### src/rtl/vga_scan_gen.sv
// vga_scan_gen: raster scan counters, sync/blank decode, renderer-latency
// alignment pipeline and registered VGA output pins (800x600@72 default).
//
// Ports:
//   clk, rst_n          pixel clock, asynchronous active-low reset
//   PIXEL_H, PIXEL_V    coordinate bus issued to the pixel renderers
//   PIXEL               {R,G,B} returned PIX_LAT clocks after coordinate
//   VGA_R/G/B           registered colour pins, zero during blanking
//   VGA_HS, VGA_VS      registered sync pins, polarity set by SYNC_POS
//   frame_start         high while the coordinate bus shows (0,0)

module vga_scan_gen #(
    parameter int H_VISIBLE = 800,
    parameter int H_FRONT   = 56,
    parameter int H_SYNC    = 120,
    parameter int H_BACK    = 64,
    parameter int V_VISIBLE = 600,
    parameter int V_FRONT   = 37,
    parameter int V_SYNC    = 6,
    parameter int V_BACK    = 23,
    parameter int SYNC_POS  = 1,
    parameter int PIX_LAT   = 1
) (
    input  logic        clk,
    input  logic        rst_n,
    output logic [10:0] PIXEL_H,
    output logic [10:0] PIXEL_V,
    input  logic [2:0]  PIXEL,
    output logic        VGA_R,
    output logic        VGA_G,
    output logic        VGA_B,
    output logic        VGA_HS,
    output logic        VGA_VS,
    output logic        frame_start
);

    localparam int H_TOTAL = H_VISIBLE + H_FRONT + H_SYNC + H_BACK;
    localparam int V_TOTAL = V_VISIBLE + V_FRONT + V_SYNC + V_BACK;

    localparam logic [10:0] H_LAST   = 11'(H_TOTAL - 1);
    localparam logic [10:0] V_LAST   = 11'(V_TOTAL - 1);
    localparam logic [10:0] H_ACT    = 11'(H_VISIBLE);
    localparam logic [10:0] V_ACT    = 11'(V_VISIBLE);
    localparam logic [10:0] HS_FIRST = 11'(H_VISIBLE + H_FRONT);
    localparam logic [10:0] HS_LAST  = 11'(H_VISIBLE + H_FRONT + H_SYNC - 1);
    localparam logic [10:0] VS_FIRST = 11'(V_VISIBLE + V_FRONT);
    localparam logic [10:0] VS_LAST  = 11'(V_VISIBLE + V_FRONT + V_SYNC - 1);

    // Inverting the internal active-high sync gives active-low pins.
    localparam logic SYNC_INV = (SYNC_POS == 0);

    // ------------------------------------------------------------------
    // Scan counters
    // ------------------------------------------------------------------
    logic [10:0] h_q, h_d;
    logic [10:0] v_q, v_d;

    always_comb begin
        h_d = h_q + 11'd1;
        v_d = v_q;
        if (h_q == H_LAST) begin
            h_d = '0;
            if (v_q == V_LAST) begin
                v_d = '0;
            end else begin
                v_d = v_q + 11'd1;
            end
        end
    end

    always_ff @(posedge clk or negedge rst_n) begin
        if (!rst_n) begin
            h_q <= '0;
            v_q <= '0;
        end else begin
            h_q <= h_d;
            v_q <= v_d;
        end
    end

    assign PIXEL_H     = h_q;
    assign PIXEL_V     = v_q;
    assign frame_start = (h_q == '0) && (v_q == '0);

    // ------------------------------------------------------------------
    // Stage-0 decode: {active, hs, vs}, all active-high
    // ------------------------------------------------------------------
    logic       active_s0;
    logic       hs_s0;
    logic       vs_s0;
    logic [2:0] dec_s0;
    logic [2:0] dec_al;

    assign active_s0 = (h_q < H_ACT) && (v_q < V_ACT);
    assign hs_s0     = (h_q >= HS_FIRST) && (h_q <= HS_LAST);
    assign vs_s0     = (v_q >= VS_FIRST) && (v_q <= VS_LAST);
    assign dec_s0    = {active_s0, hs_s0, vs_s0};

    // ------------------------------------------------------------------
    // Alignment: delay the decode by the renderer latency so it lines
    // up with the PIXEL value for the same coordinate.
    // ------------------------------------------------------------------
    generate
        if (PIX_LAT == 0) begin : g_nolat
            assign dec_al = dec_s0;
        end else begin : g_lat
            logic [2:0] shift_q [PIX_LAT];

            always_ff @(posedge clk or negedge rst_n) begin
                if (!rst_n) begin
                    for (int i = 0; i < PIX_LAT; i++) begin
                        shift_q[i] <= '0;
                    end
                end else begin
                    shift_q[0] <= dec_s0;
                    for (int i = 1; i < PIX_LAT; i++) begin
                        shift_q[i] <= shift_q[i-1];
                    end
                end
            end

            assign dec_al = shift_q[PIX_LAT-1];
        end
    endgenerate

    // ------------------------------------------------------------------
    // Output register
    // ------------------------------------------------------------------
    logic [2:0] rgb_q, rgb_d;
    logic       hs_q, hs_d;
    logic       vs_q, vs_d;

    always_comb begin
        rgb_d = '0;
        if (dec_al[2]) begin
            rgb_d = PIXEL;
        end
        hs_d = dec_al[1] ^ SYNC_INV;
        vs_d = dec_al[0] ^ SYNC_INV;
    end

    always_ff @(posedge clk or negedge rst_n) begin
        if (!rst_n) begin
            rgb_q <= '0;
            hs_q  <= SYNC_INV;
            vs_q  <= SYNC_INV;
        end else begin
            rgb_q <= rgb_d;
            hs_q  <= hs_d;
            vs_q  <= vs_d;
        end
    end

    assign VGA_R  = rgb_q[2];
    assign VGA_G  = rgb_q[1];
    assign VGA_B  = rgb_q[0];
    assign VGA_HS = hs_q;
    assign VGA_VS = vs_q;

endmodule
### config.mk
export PLATFORM = sky130hd
export DESIGN_NAME = vga_scan_gen
export DESIGN_NICKNAME = d
export VERILOG_FILES = /design/src/rtl/vga_scan_gen.sv
export SDC_FILE = /design/constraint.sdc
export NUM_CORES = 1
export LEC_CHECK = 0
export BUFFER_PORTS_ARGS = -buffer_cell sky130_fd_sc_hd__buf_2
export CORE_MARGIN = 2
export CORE_UTILIZATION = 55
export CTS_CLUSTER_SIZE = 10
export DETAILED_ROUTE_END_ITERATION = 10
export GPL_TIMING_DRIVEN = 0
export HOLD_SLACK_MARGIN = 0.05
export PLACE_DENSITY = 0.81
export SLEW_MARGIN = 20
export SYNTH_ARGS = -nofsm -noshare
export SYNTH_HDL_FRONTEND = slang
export SYNTH_SLANG_ARGS = --single-unit
### constraint.sdc
create_clock -name clk -period 4.5 [get_ports clk]
set_input_delay 1.35 -clock clk [delete_from_list [all_inputs] [get_ports clk]]
set_output_delay 1.35 -clock clk [all_outputs]
set_load 0.02 [all_outputs]
==> metrics.md, run 1 <==
| Metric | Value |
|---|---|
| Critical path's slowest cell | dfrtp_1 |
| Worst Hold Class | reg2reg |
| Worst path required time | 3.15 ns |
| Unique cell type count in the Yosys netlist | 38 |
| Mapped Nets | 157 |
| I/O pin count | 33 |
| Critical R2R Launch | PIXEL_H[0]$_DFF_PN0_ |
| Worst stage delay on the critical path | 0.39 ns |
| Mapped Cells | 147 |
| Most common cell after layout, fill and taps aside | buf_2 |
| Share of cells above drive strength 1 | 26.2% |
| DP HPWL | 2310 um |
| Sequential cell area fraction in the yosys report | 49.3% |
| CP max FO | 10 |
| Final setup viols | 0 |
| Final Non-Filler Cells | 218 |
| Synth Register Bits | 30 |
| Async SR Flop Fraction | 100% |
| Vias in the first global route | 1145 |
| Syn-to-layout area delta | 17.0% |
| Clock Root Buffer | clkbuf_4 |
| Worst setup path category | reg2out |
| Setup WS pre-CTS | 1.61 ns |
| Grt ovf | 0 |
| DR vias | 1276 |
| Die Span X | 56.6 um |
| FF-to-FF setup slack | 2.80 ns |
| Total track usage | 22.1% |
| Final worst path period need | 3.29 ns |
| Startpoint types | flip-flop |
| TritonRoute pass-1 iters | 4 |
| Starting Density | 56.6% |
| First-pass GRT wire length | 5370 um |
| Period utilization | 73.1% |
| Peak supply drop | 200 uV |
| WP buf/inv | 2 |
| Final #Nets | 196 |
| Cell mode on critical path | buf_2 |
| IO Port Bufs | 32 |
| Number of diodes | 0 |
| Main synth FF type | dfrtp_1 |
| Antenna violations before repair | 0 |
| Hold buffer count at CTS | 0 |
| Max-slew violation count | 0 |
| Critical path cell sequence | buf_2 > nor3_2 > nor3b_1 > nand4_1 > nor2_1 > buf_2 |
| Drt via density | 5.85 |
| Detail Route Antenna Nets | 0 |
| Worst slew pin tran | 0.662 ns |
| Die area | 3200 sq um |
| TNS Setup | 0 ns |
| Worst EP arrival | 1.94 ns |
| Die height | 56.6 um |
| GPL Wtd Cong | 0.859 |
| Final WS setup | 1.21 ns |
| Final hold vios | 0 |
| Clock Latency Late Sink | 0.33 ns |
| Min-Delay Startpoint | dec_al[1]$_DFF_PN0_ |
| Synth warnings | 0 |
| TritonCTS Sinks | 30 |
| Post-synthesis cell area | 1520 sq um |
| CTS tree | done |
| RSZ-0062 raised after global routing | false |
| Core Area | 2690 sq um |
| Routed wire length | 3190 um |
| Nature of the critical path endpoint | primary output |
| Max-cap violation count | 0 |
| Largest net degree at the start of global routing | 31 |
| Reg clk slew, reported paths | 0.09 ns |
| Slew margin rel. | 55.9% |
| Per-cell routed wire length | 14.7 um |
| Outcome | completed |
| Post-synth EDFFs | 0 |
| Critical Path Start | PIXEL_V[2]$_DFFE_PN0N_ |
| Static Leak | 0.889 nW |
| DR iter-0 viols | 57 |
| CP top delay family | simple AND/OR/NAND/NOR gates |
| Power Dens Cells | 251 nW/um^2 |
| Mean area per synthesized cell | 10.4 sq um |
| Max Fclk | 304 MHz |
| Num CTS Buffers | 5 |
| H-tree Lvls | 2 |
| Remaining DRCs | 0 |
| Setup bufs post-CTS | 0 |
| Clk_skew | 0.00545 ns |
| Clk buf depth | 2 |
| Commonest cells after routing, fill and taps aside | buf_2 (33), dfrtp_1 (30), nor2_1 (11) |
| Number of instances in the placed design | 210 |
| Post-CTS resize count | 0 |
| FP Rows | 19 |
cells in the mapped netlist, drive strengths merged (2+ instances only):
cell type,n,area (sq um)
xor2,7,61.3
nand3,10,50.1
a21oi,5,25.0
nand4,8,50.1
and3,3,18.8
o21ai,6,30.0
inv,7,26.3
and4,3,26.3
xnor2,5,43.8
a31oi,2,12.5
nand2,10,40.0
nor2,11,41.3
nor3,7,50.1
dfrtp,30,751
nor4,4,40.0
and2,4,25.0
buf,4,35.0
mux2i,2,20.0
ha,5,62.6
metrics by stage:
stage	power [mW]	util (%)	cell area, sq um	hold slack [ns]
floorplan	0.279	-	1520	0.331
global placement	0.287	64.0	1720	0.334
detailed placement	0.287	64.0	1720	0.336
CTS	0.452	66.3	1780	0.357
global route	0.463	66.3	1780	0.389
finish	0.447	66.3	1780	0.354
cell families after synthesis:
family	after synthesis	synth area share, %
DFF	30	49.3
xor gates and xnor gates	12	6.91
AOI/OAI and AO/OA	22	9.46
muxes	2	1.32
adders and majority gates	5	4.11
and+or+nand+nor	64	24.6
buffers and inverters	12	4.28
routing by layer:
layer / global-route usage, % / routed length (um) / vias to the layer above / part of all wire, %
met5: 0 / 0 / - / 0
met4: 11.6 / 59 / 0 / 1.8
met3: 4.38 / 224 / 7 / 7.0
li1: - / - / 615 / -
met1: 30.8 / 1410 / 603 / 44
met2: 32.6 / 1500 / 51 / 47
path summary, 6_finish.rpt:
kind | end | depth (start not counted)
worst min register to register | VGA_HS$_DFF_PN0_ | 0
worst max-delay path | frame_start | 6
min in group asynchronous | PIXEL_V[10]$_DFFE_PN0N_ | 1
worst max register to register | PIXEL_V[3]$_DFFE_PN0N_ | 6
max in group asynchronous | VGA_VS$_DFF_PN0_ | 1
worst min-delay path | VGA_HS$_DFF_PN0_ | 0
final cells by class:
| type | count | area, sq um |
|---|---|---|
| plain buffers | 5 | 38.8 |
| clock buffers | 7 | 55.1 |
| clock inverters | 1 | 5.00 |
| fillers | 216 | 906 |
| inverters | 7 | 26.3 |
| multi-input cells | 105 | 706 |
| flip-flops and latches | 30 | 751 |
| well taps | 31 | 38.8 |
| repair buffers | 32 | 160 |
worst register-to-register path, delay by kind of cell (launching register included):
family / cells / cell delay, ns
AO/OA/AOI/OAI: 1 / 0.18
adder cells (fa/ha/maj): 1 / 0.26
buffers and inverters: 1 / 0.19
AND/OR/NAND/NOR: 3 / 0.56
flip-flops: 1 / 0.43
power breakdown:
| group | internal, mW | total, mW | switching, mW |
|---|---|---|---|
| combinational | 0.00281 | 0.0106 | 0.00783 |
| sequential | 0.271 | 0.271 | 0.000277 |
| clock | 0.0756 | 0.166 | 0.0901 |
| total | 0.349 | 0.447 | 0.0982 |
state kept, by name, indices dropped and copies added, names as in the netlist:
register	cells
PIXEL_H	11
VGA_VS	1
VGA_HS	1
rgb_q	3
PIXEL_V	11
dec_al	3
Note: power is estimated with default switching activity, not from simulation.
==> inputs of run 2 (changes only) <==
--- a/config.mk
+++ b/config.mk
@@ -7,12 +7,12 @@
 export LEC_CHECK = 0
 export BUFFER_PORTS_ARGS = -buffer_cell sky130_fd_sc_hd__buf_2
 export CORE_MARGIN = 2
-export CORE_UTILIZATION = 55
+export CORE_UTILIZATION = 48
 export CTS_CLUSTER_SIZE = 10
 export DETAILED_ROUTE_END_ITERATION = 10
 export GPL_TIMING_DRIVEN = 0
 export HOLD_SLACK_MARGIN = 0.05
-export PLACE_DENSITY = 0.81
+export PLACE_DENSITY = 0.75
 export SLEW_MARGIN = 20
 export SYNTH_ARGS = -nofsm -noshare
 export SYNTH_HDL_FRONTEND = slang
==> constraint.sdc (replaced) <==
create_clock -name clk -period 3 [get_ports clk]
set_input_delay 0.9 -clock clk [delete_from_list [all_inputs] [get_ports clk]]
set_output_delay 0.9 -clock clk [all_outputs]
set_load 0.02 [all_outputs]
==> metrics.md, run 2 (same netlist as run 1, synthesis figures left out) <==
| Metric | Value |
|---|---|
| Clock Latency Late Sink | 0.33 ns (about the same) |
| IO Port Bufs | 32 (unchanged) |
| Nature of the critical path endpoint | primary output |
| Remaining DRCs | 0 (unchanged) |
| Power Dens Cells | 397 nW/um^2 (+58%) |
| Setup bufs post-CTS | 0 (unchanged) |
| Worst Reg2Reg Path Length in Cells | 6 (unchanged) |
| Static Leak | 0.898 nW (+1.0%) |
| Starting Density | 50.2% (-6.4 points) |
| Clk buf depth | 2 (unchanged) |
| Instance count on the critical path | 6 (unchanged) |
| Max Fclk | 368 MHz |
| Hold Crit Depth | 0 (unchanged) |
| Worst slew pin tran | 0.650 ns (-0.0122 ns) |
| Reg2reg end | PIXEL_V[5]$_DFFE_PN0N_ |
| Most common cell after layout, fill and taps aside | buf_2 |
| Worst hold endpoint | VGA_VS$_DFF_PN0_ |
| Min-Delay Startpoint | dec_al[0]$_DFF_PN0_ |
| DP HPWL | 2170 um (-6.4%) |
| Clk_skew | 0.0102 ns (+0.00479 ns) |
| Slew margin rel. | 56.7% (+0.81 points) |
| FF-to-FF setup slack | 1.32 ns (-1.48 ns) |
| Vias in the first global route | 1124 (-1.8%) |
| Final worst path period need | 2.72 ns |
| Final setup viols | 0 (unchanged) |
| CP top delay family | simple AND/OR/NAND/NOR gates |
| TritonCTS Sinks | 30 (unchanged) |
| H-tree Lvls | 2 (unchanged) |
| Worst Hold Class | reg2reg |
| Per-cell routed wire length | 13.5 um (-8.0%) |
| DR vias | 1255 (-1.6%) |
| Max-slew violation count | 0 (unchanged) |
| Outcome | completed |
| Clock Root Buffer | clkbuf_4 |
| I/O pin count | 33 (unchanged) |
| Layout Utilization | 60.0% (-6.3 points) |
| Num CTS Buffers | 5 (unchanged) |
| Startpoint types | flip-flop |
| Cell mode on critical path | buf_2 |
| Core Area | 3030 sq um (+13%) |
| Hold buffer count at CTS | 0 (unchanged) |
| FILL cells | 271 (+25%) |
| Routed wire length | 3110 um (-2.5%) |
| Die height | 60.3 um (+6.5%) |
| Worst setup path category | reg2out |
| Detail Route Antenna Nets | 0 (unchanged) |
| CP max FO | 10 (unchanged) |
| Reg clk slew, reported paths | 0.09 ns (about the same) |
| DR iter-0 viols | 43 (-25%) |
| GPL Wtd Cong | 0.891 (+3.8%) |
| FP Rows | 20 (+1) |
| TritonRoute pass-1 iters | 4 (unchanged) |
| Period utilization | 90.6% |
| CTS tree | done |
| RSZ-0062 raised after global routing | false |
| Antenna violations before repair | 0 (unchanged) |
| Largest net degree at the start of global routing | 31 (unchanged) |
| Post-CTS resize count | 0 (unchanged) |
| TNS Setup | 0 ns (unchanged) |
| Worst EP arrival | 1.82 ns (-0.12 ns) |
| Drt via density | 5.43 (-7.2%) |
| Critical path's slowest cell | dfrtp_1 |
| Worst stage delay on the critical path | 0.39 ns (about the same) |
| Number of diodes | 0 (unchanged) |
| Share of cells above drive strength 1 | 26.7% (+0.53 points) |
| Peak supply drop | 240 uV (+20%) |
| WP buf/inv | 2 (unchanged) |
| First-pass GRT wire length | 5100 um (-5.0%) |
| Die Span X | 60.3 um (+6.5%) |
| Critical R2R Launch | PIXEL_H[0]$_DFF_PN0_ |
| Final #Nets | 196 (unchanged) |
| Max-cap violation count | 0 (unchanged) |
| Die area | 3640 sq um (+14%) |
| Grt ovf | 0 (unchanged) |
| Final hold vios | 0 (unchanged) |
| Critical path cell sequence | buf_2 > nor3_2 > nor3b_1 > nand4_1 > nor2_1 > buf_2 |
| Syn-to-layout area delta | 19.3% |
| Commonest cells after routing, fill and taps aside | buf_2 (33), dfrtp_1 (30), nor2_1 (11) |
| Worst path required time | 2.10 ns (-1.05 ns) |
| Total track usage | 19.3% (-2.8 points) |
run 2: cell types whose count changed in the layout (fill, tap and decap cells not counted), sizes merged:
cell    delta
clkbuf     +1
clkinv     -1
run 2: area by class of cell:
| cell class | count | area (sq um) | area share, % |
|---|---|---|---|
| Buffer | 5 | 38.8 | 2.14 |
| Clock buffer | 8 | 78.8 | 4.34 |
| Inverter | 7 | 26.3 | 1.45 |
| Multi-Input combinational cell | 105 | 706 | 38.9 |
| Sequential cell | 30 | 751 | 41.4 |
| Tap cell | 44 | 55.1 | 3.03 |
| Timing Repair Buffer | 32 | 160 | 8.82 |
run 2: worst max path at each step:
stage | slack (ns) | to | startpoint
floorplan | 0.63 | frame_start | PIXEL_V[2]$_DFFE_PN0N_
global route | 0.09 | frame_start | PIXEL_V[2]$_DFFE_PN0N_
CTS | 0.27 | frame_start | PIXEL_V[2]$_DFFE_PN0N_
global placement | 0.60 | frame_start | PIXEL_V[2]$_DFFE_PN0N_
finish | 0.28 | frame_start | PIXEL_V[2]$_DFFE_PN0N_
detailed placement | 0.64 | frame_start | PIXEL_V[2]$_DFFE_PN0N_
run 2: power by group:
part | switching (mW) | internal [mW] | leakage (nW)
Combinational | 0.0115 | 0.00420 | 0.461
Sequential | 0.000416 | 0.406 | 0.393
Clock | 0.138 | 0.160 | 0.0446
Total | 0.150 | 0.570 | 0.898
run 2: metal layers:
metal / global-route usage, % / share of wire [%]
met5: 0 / 0
met4: 8.57 / 2.0
met3: 5.63 / 6.0
met2: 28.9 / 45
met1: 25.9 / 47
run 2: through the flow:
stage	setup WS [ns]	cells	hold WS [ns]	power (mW)	instance area [sq um]
6_report	0.281	231	0.359	0.720	1820
5_1_grt	0.0912	231	0.377	0.752	1820
4_1_cts	0.266	231	0.364	0.730	1820
3_5_place_dp	0.639	223	0.342	0.431	1740
3_3_place_gp	0.597	223	0.332	0.431	1740
2_1_floorplan	0.628	147	0.331	0.419	1520
==> inputs of run 3 (changes only) <==
==> constraint.sdc (replaced) <==
create_clock -name clk -period 2.2 [get_ports clk]
set_input_delay 0.66 -clock clk [delete_from_list [all_inputs] [get_ports clk]]
set_output_delay 0.66 -clock clk [all_outputs]
set_load 0.02 [all_outputs]
==> metrics.md, run 3 (same netlist as run 1, synthesis figures left out) <==
| Metric | Value |
|---|---|
| Critical path's slowest cell | dfrtp_2 |
| Clk_skew | 0.00801 ns (-0.00223 ns) |
| RSZ-0062 raised after global routing | true |
| IO Port Bufs | 32 (unchanged) |
| Critical path cell sequence | nor3_4 > nor3b_4 > nand4_1 > nor2_1 > buf_4 |
| Switching power | 0.202 mW (+35%) |
| Share of cells above drive strength 1 | 31.1% (+4.4 points) |
| Die area | 3640 sq um (unchanged) |
| Clock Root Buffer | clkbuf_4 |
| Max Fclk | 445 MHz |
| Max-cap violation count | 0 (unchanged) |
| Critical R2R Launch | PIXEL_H[0]$_DFF_PN0_ |
| Final #Nets | 202 (+3.1%) |
| FILL cells | 256 (-5.5%) |
| Total track usage | 20.2% (+0.91 points) |
| Antenna violations before repair | 0 (unchanged) |
| Critical Path Start | PIXEL_V[6]$_DFFE_PN0N_ |
| Routed wire length | 3250 um (+4.4%) |
| Reg2reg end | PIXEL_V[5]$_DFFE_PN0N_ |
| Dpl cell area | 1740 sq um (unchanged) |
| Critical Path End | frame_start |
| Peak supply drop | 328 uV (+36%) |
| Clock Latency Late Sink | 0.32 ns (about the same) |
| Vias in the first global route | 1179 (+4.9%) |
| FF-to-FF setup slack | 0.52 ns (-0.80 ns) |
| Worst Reg2Reg Path Length in Cells | 6 (unchanged) |
| Final Non-Filler Cells | 237 (+2.6%) |
| Remaining DRCs | 0 (unchanged) |
| Number of instances in the placed design | 223 (unchanged) |
| Clock share of power | 41.2% (-0.2 points) |
| Per-cell routed wire length | 13.7 um (+1.8%) |
| Static Leak | 0.938 nW (+4.5%) |
| Number of diodes | 0 (unchanged) |
| Commonest cells after routing, fill and taps aside | buf_2 (31), dfrtp_1 (28), nor2_1 (11) |
| Violated checks | setup timing |
| Final instance area | 1890 sq um (+4.1%) |
| Period utilization | 102% |
| Slew margin rel. | 57.2% (+0.49 points) |
| Drt via density | 5.43 (about the same) |
| Worst setup path category | reg2out |
| CTS tree | done |
| Setup WS pre-CTS | 0.0788 ns (-0.560 ns) |
| Final WS setup | -0.0485 ns (-0.330 ns) |
| Final worst path period need | 2.25 ns |
| Layout Utilization | 62.4% (+2.5 points) |
| DR iter-0 viols | 52 (+21%) |
| Power share of the combinational group | 2.2% (about the same) |
| TNS Setup | -0.0485 ns (-0.0485 ns) |
| Worst EP arrival | 1.59 ns (-0.23 ns) |
| Worst stage delay on the critical path | 0.46 ns (+0.07 ns) |
| Final hold vios | 0 (unchanged) |
| Hold_ws | 0.350 ns (-0.00901 ns) |
| Die Span X | 60.3 um (unchanged) |
| Design Power | 0.979 mW (+36%) |
| Num CTS Buffers | 5 (unchanged) |
| Power Dens Cells | 518 nW/um^2 (+31%) |
| TritonCTS Sinks | 30 (unchanged) |
| Nature of the critical path endpoint | primary output |
| CP max FO | 4 (-6) |
| Net Sw Frac | 20.6% (-0.20 points) |
| Starting Density | 50.2% (unchanged) |
| Worst slew pin tran | 0.642 ns (-0.00736 ns) |
| Most common cell after layout, fill and taps aside | buf_2 |
| Hold buffer count at CTS | 0 (unchanged) |
| H-tree Lvls | 2 (unchanged) |
| Die height | 60.3 um (unchanged) |
| I/O pin count | 33 (unchanged) |
| GPL Wtd Cong | 0.891 (unchanged) |
| Seq pwr share | 56.6% (+0.2 points) |
| Max-slew violation count | 0 (unchanged) |
| Cell Int Power | 0.778 mW (+36%) |
| TritonRoute pass-1 iters | 4 (unchanged) |
| First-pass GRT wire length | 5310 um (+4.2%) |
| DR vias | 1288 (+2.6%) |
| FP Rows | 20 (unchanged) |
| Outcome | finished, violations left |
| Worst Hold Class | in2async |
| Grt ovf | 0 (unchanged) |
| Clk buf depth | 2 (unchanged) |
| Worst path required time | 1.54 ns (-0.56 ns) |
| Final setup viols | 1 (+1) |
| DP HPWL | 2170 um (unchanged) |
| Syn-to-layout area delta | 24.3% |
| Core Area | 3030 sq um (unchanged) |
| Startpoint types | flip-flop |
| Reg clk slew, reported paths | 0.09 ns (about the same) |
| Detail Route Antenna Nets | 0 (unchanged) |
| Largest net degree at the start of global routing | 31 (unchanged) |
-- run 3: repair_timing --
| item | in CTS | in global routing |
|---|---|---|
| endpoints found under the setup margin | 1 | 1 |
| resized for setup | 7 | 2 |
| cloned | 0 | 0 |
| pin swaps | 3 | 3 |
| hold endpoints to repair | 0 | 0 |
| buffers inserted | 3 | 4 |
-- run 3: how the worst min path moves through the flow --
stage	startpoint	end	slack (ns)	cells past startpoint
2_1_floorplan	dec_al[1]$_DFF_PN0_	VGA_HS$_DFF_PN0_	0.33	0
6_report	rst_n	PIXEL_H[5]$_DFF_PN0_	0.35	1
3_3_place_gp	dec_al[1]$_DFF_PN0_	VGA_HS$_DFF_PN0_	0.33	0
3_5_place_dp	dec_al[0]$_DFF_PN0_	VGA_VS$_DFF_PN0_	0.34	0
5_1_grt	rst_n	VGA_HS$_DFF_PN0_	0.38	1
4_1_cts	dec_al[0]$_DFF_PN0_	VGA_VS$_DFF_PN0_	0.36	0
-- run 3: area by class of cell --
cell class	instances	area [sq um]	area share [%]
timing repair buffer	39	215	11.4
multi-input combinational	105	728	38.5
tap	44	55.1	2.91
clock buffer	8	78.8	4.17
sequential	30	753	39.8
inverter	7	26.3	1.39
buffer	4	33.8	1.79
-- run 3: critical path, delay by kind of cell, from the launching register on --
kind | cells | cell delay (ns)
buffers and inverters | 1 | 0.15
and+or+nand+nor | 4 | 0.65
DFF | 1 | 0.46
-- run 3: power by group through the flow --
stage	clock network, mW	registers [mW]	logic (mW)
finish	0.404	0.554	0.0213
global route	0.446	0.555	0.0249
CTS	0.418	0.554	0.0228
detailed placement	0	0.565	0.0228
global placement	0	0.565	0.0224
floorplan	0	0.569	0.00183
-- run 3: routing by layer --
layer | up-vias | wire length, um | track usage, %
li1 | 620 | - | -
met3 | 10 | 226 | 6.06
met2 | 51 | 1480 | 29.3
met4 | 0 | 63 | 10.8
met1 | 607 | 1480 | 27.0
met5 | - | 0 | 0
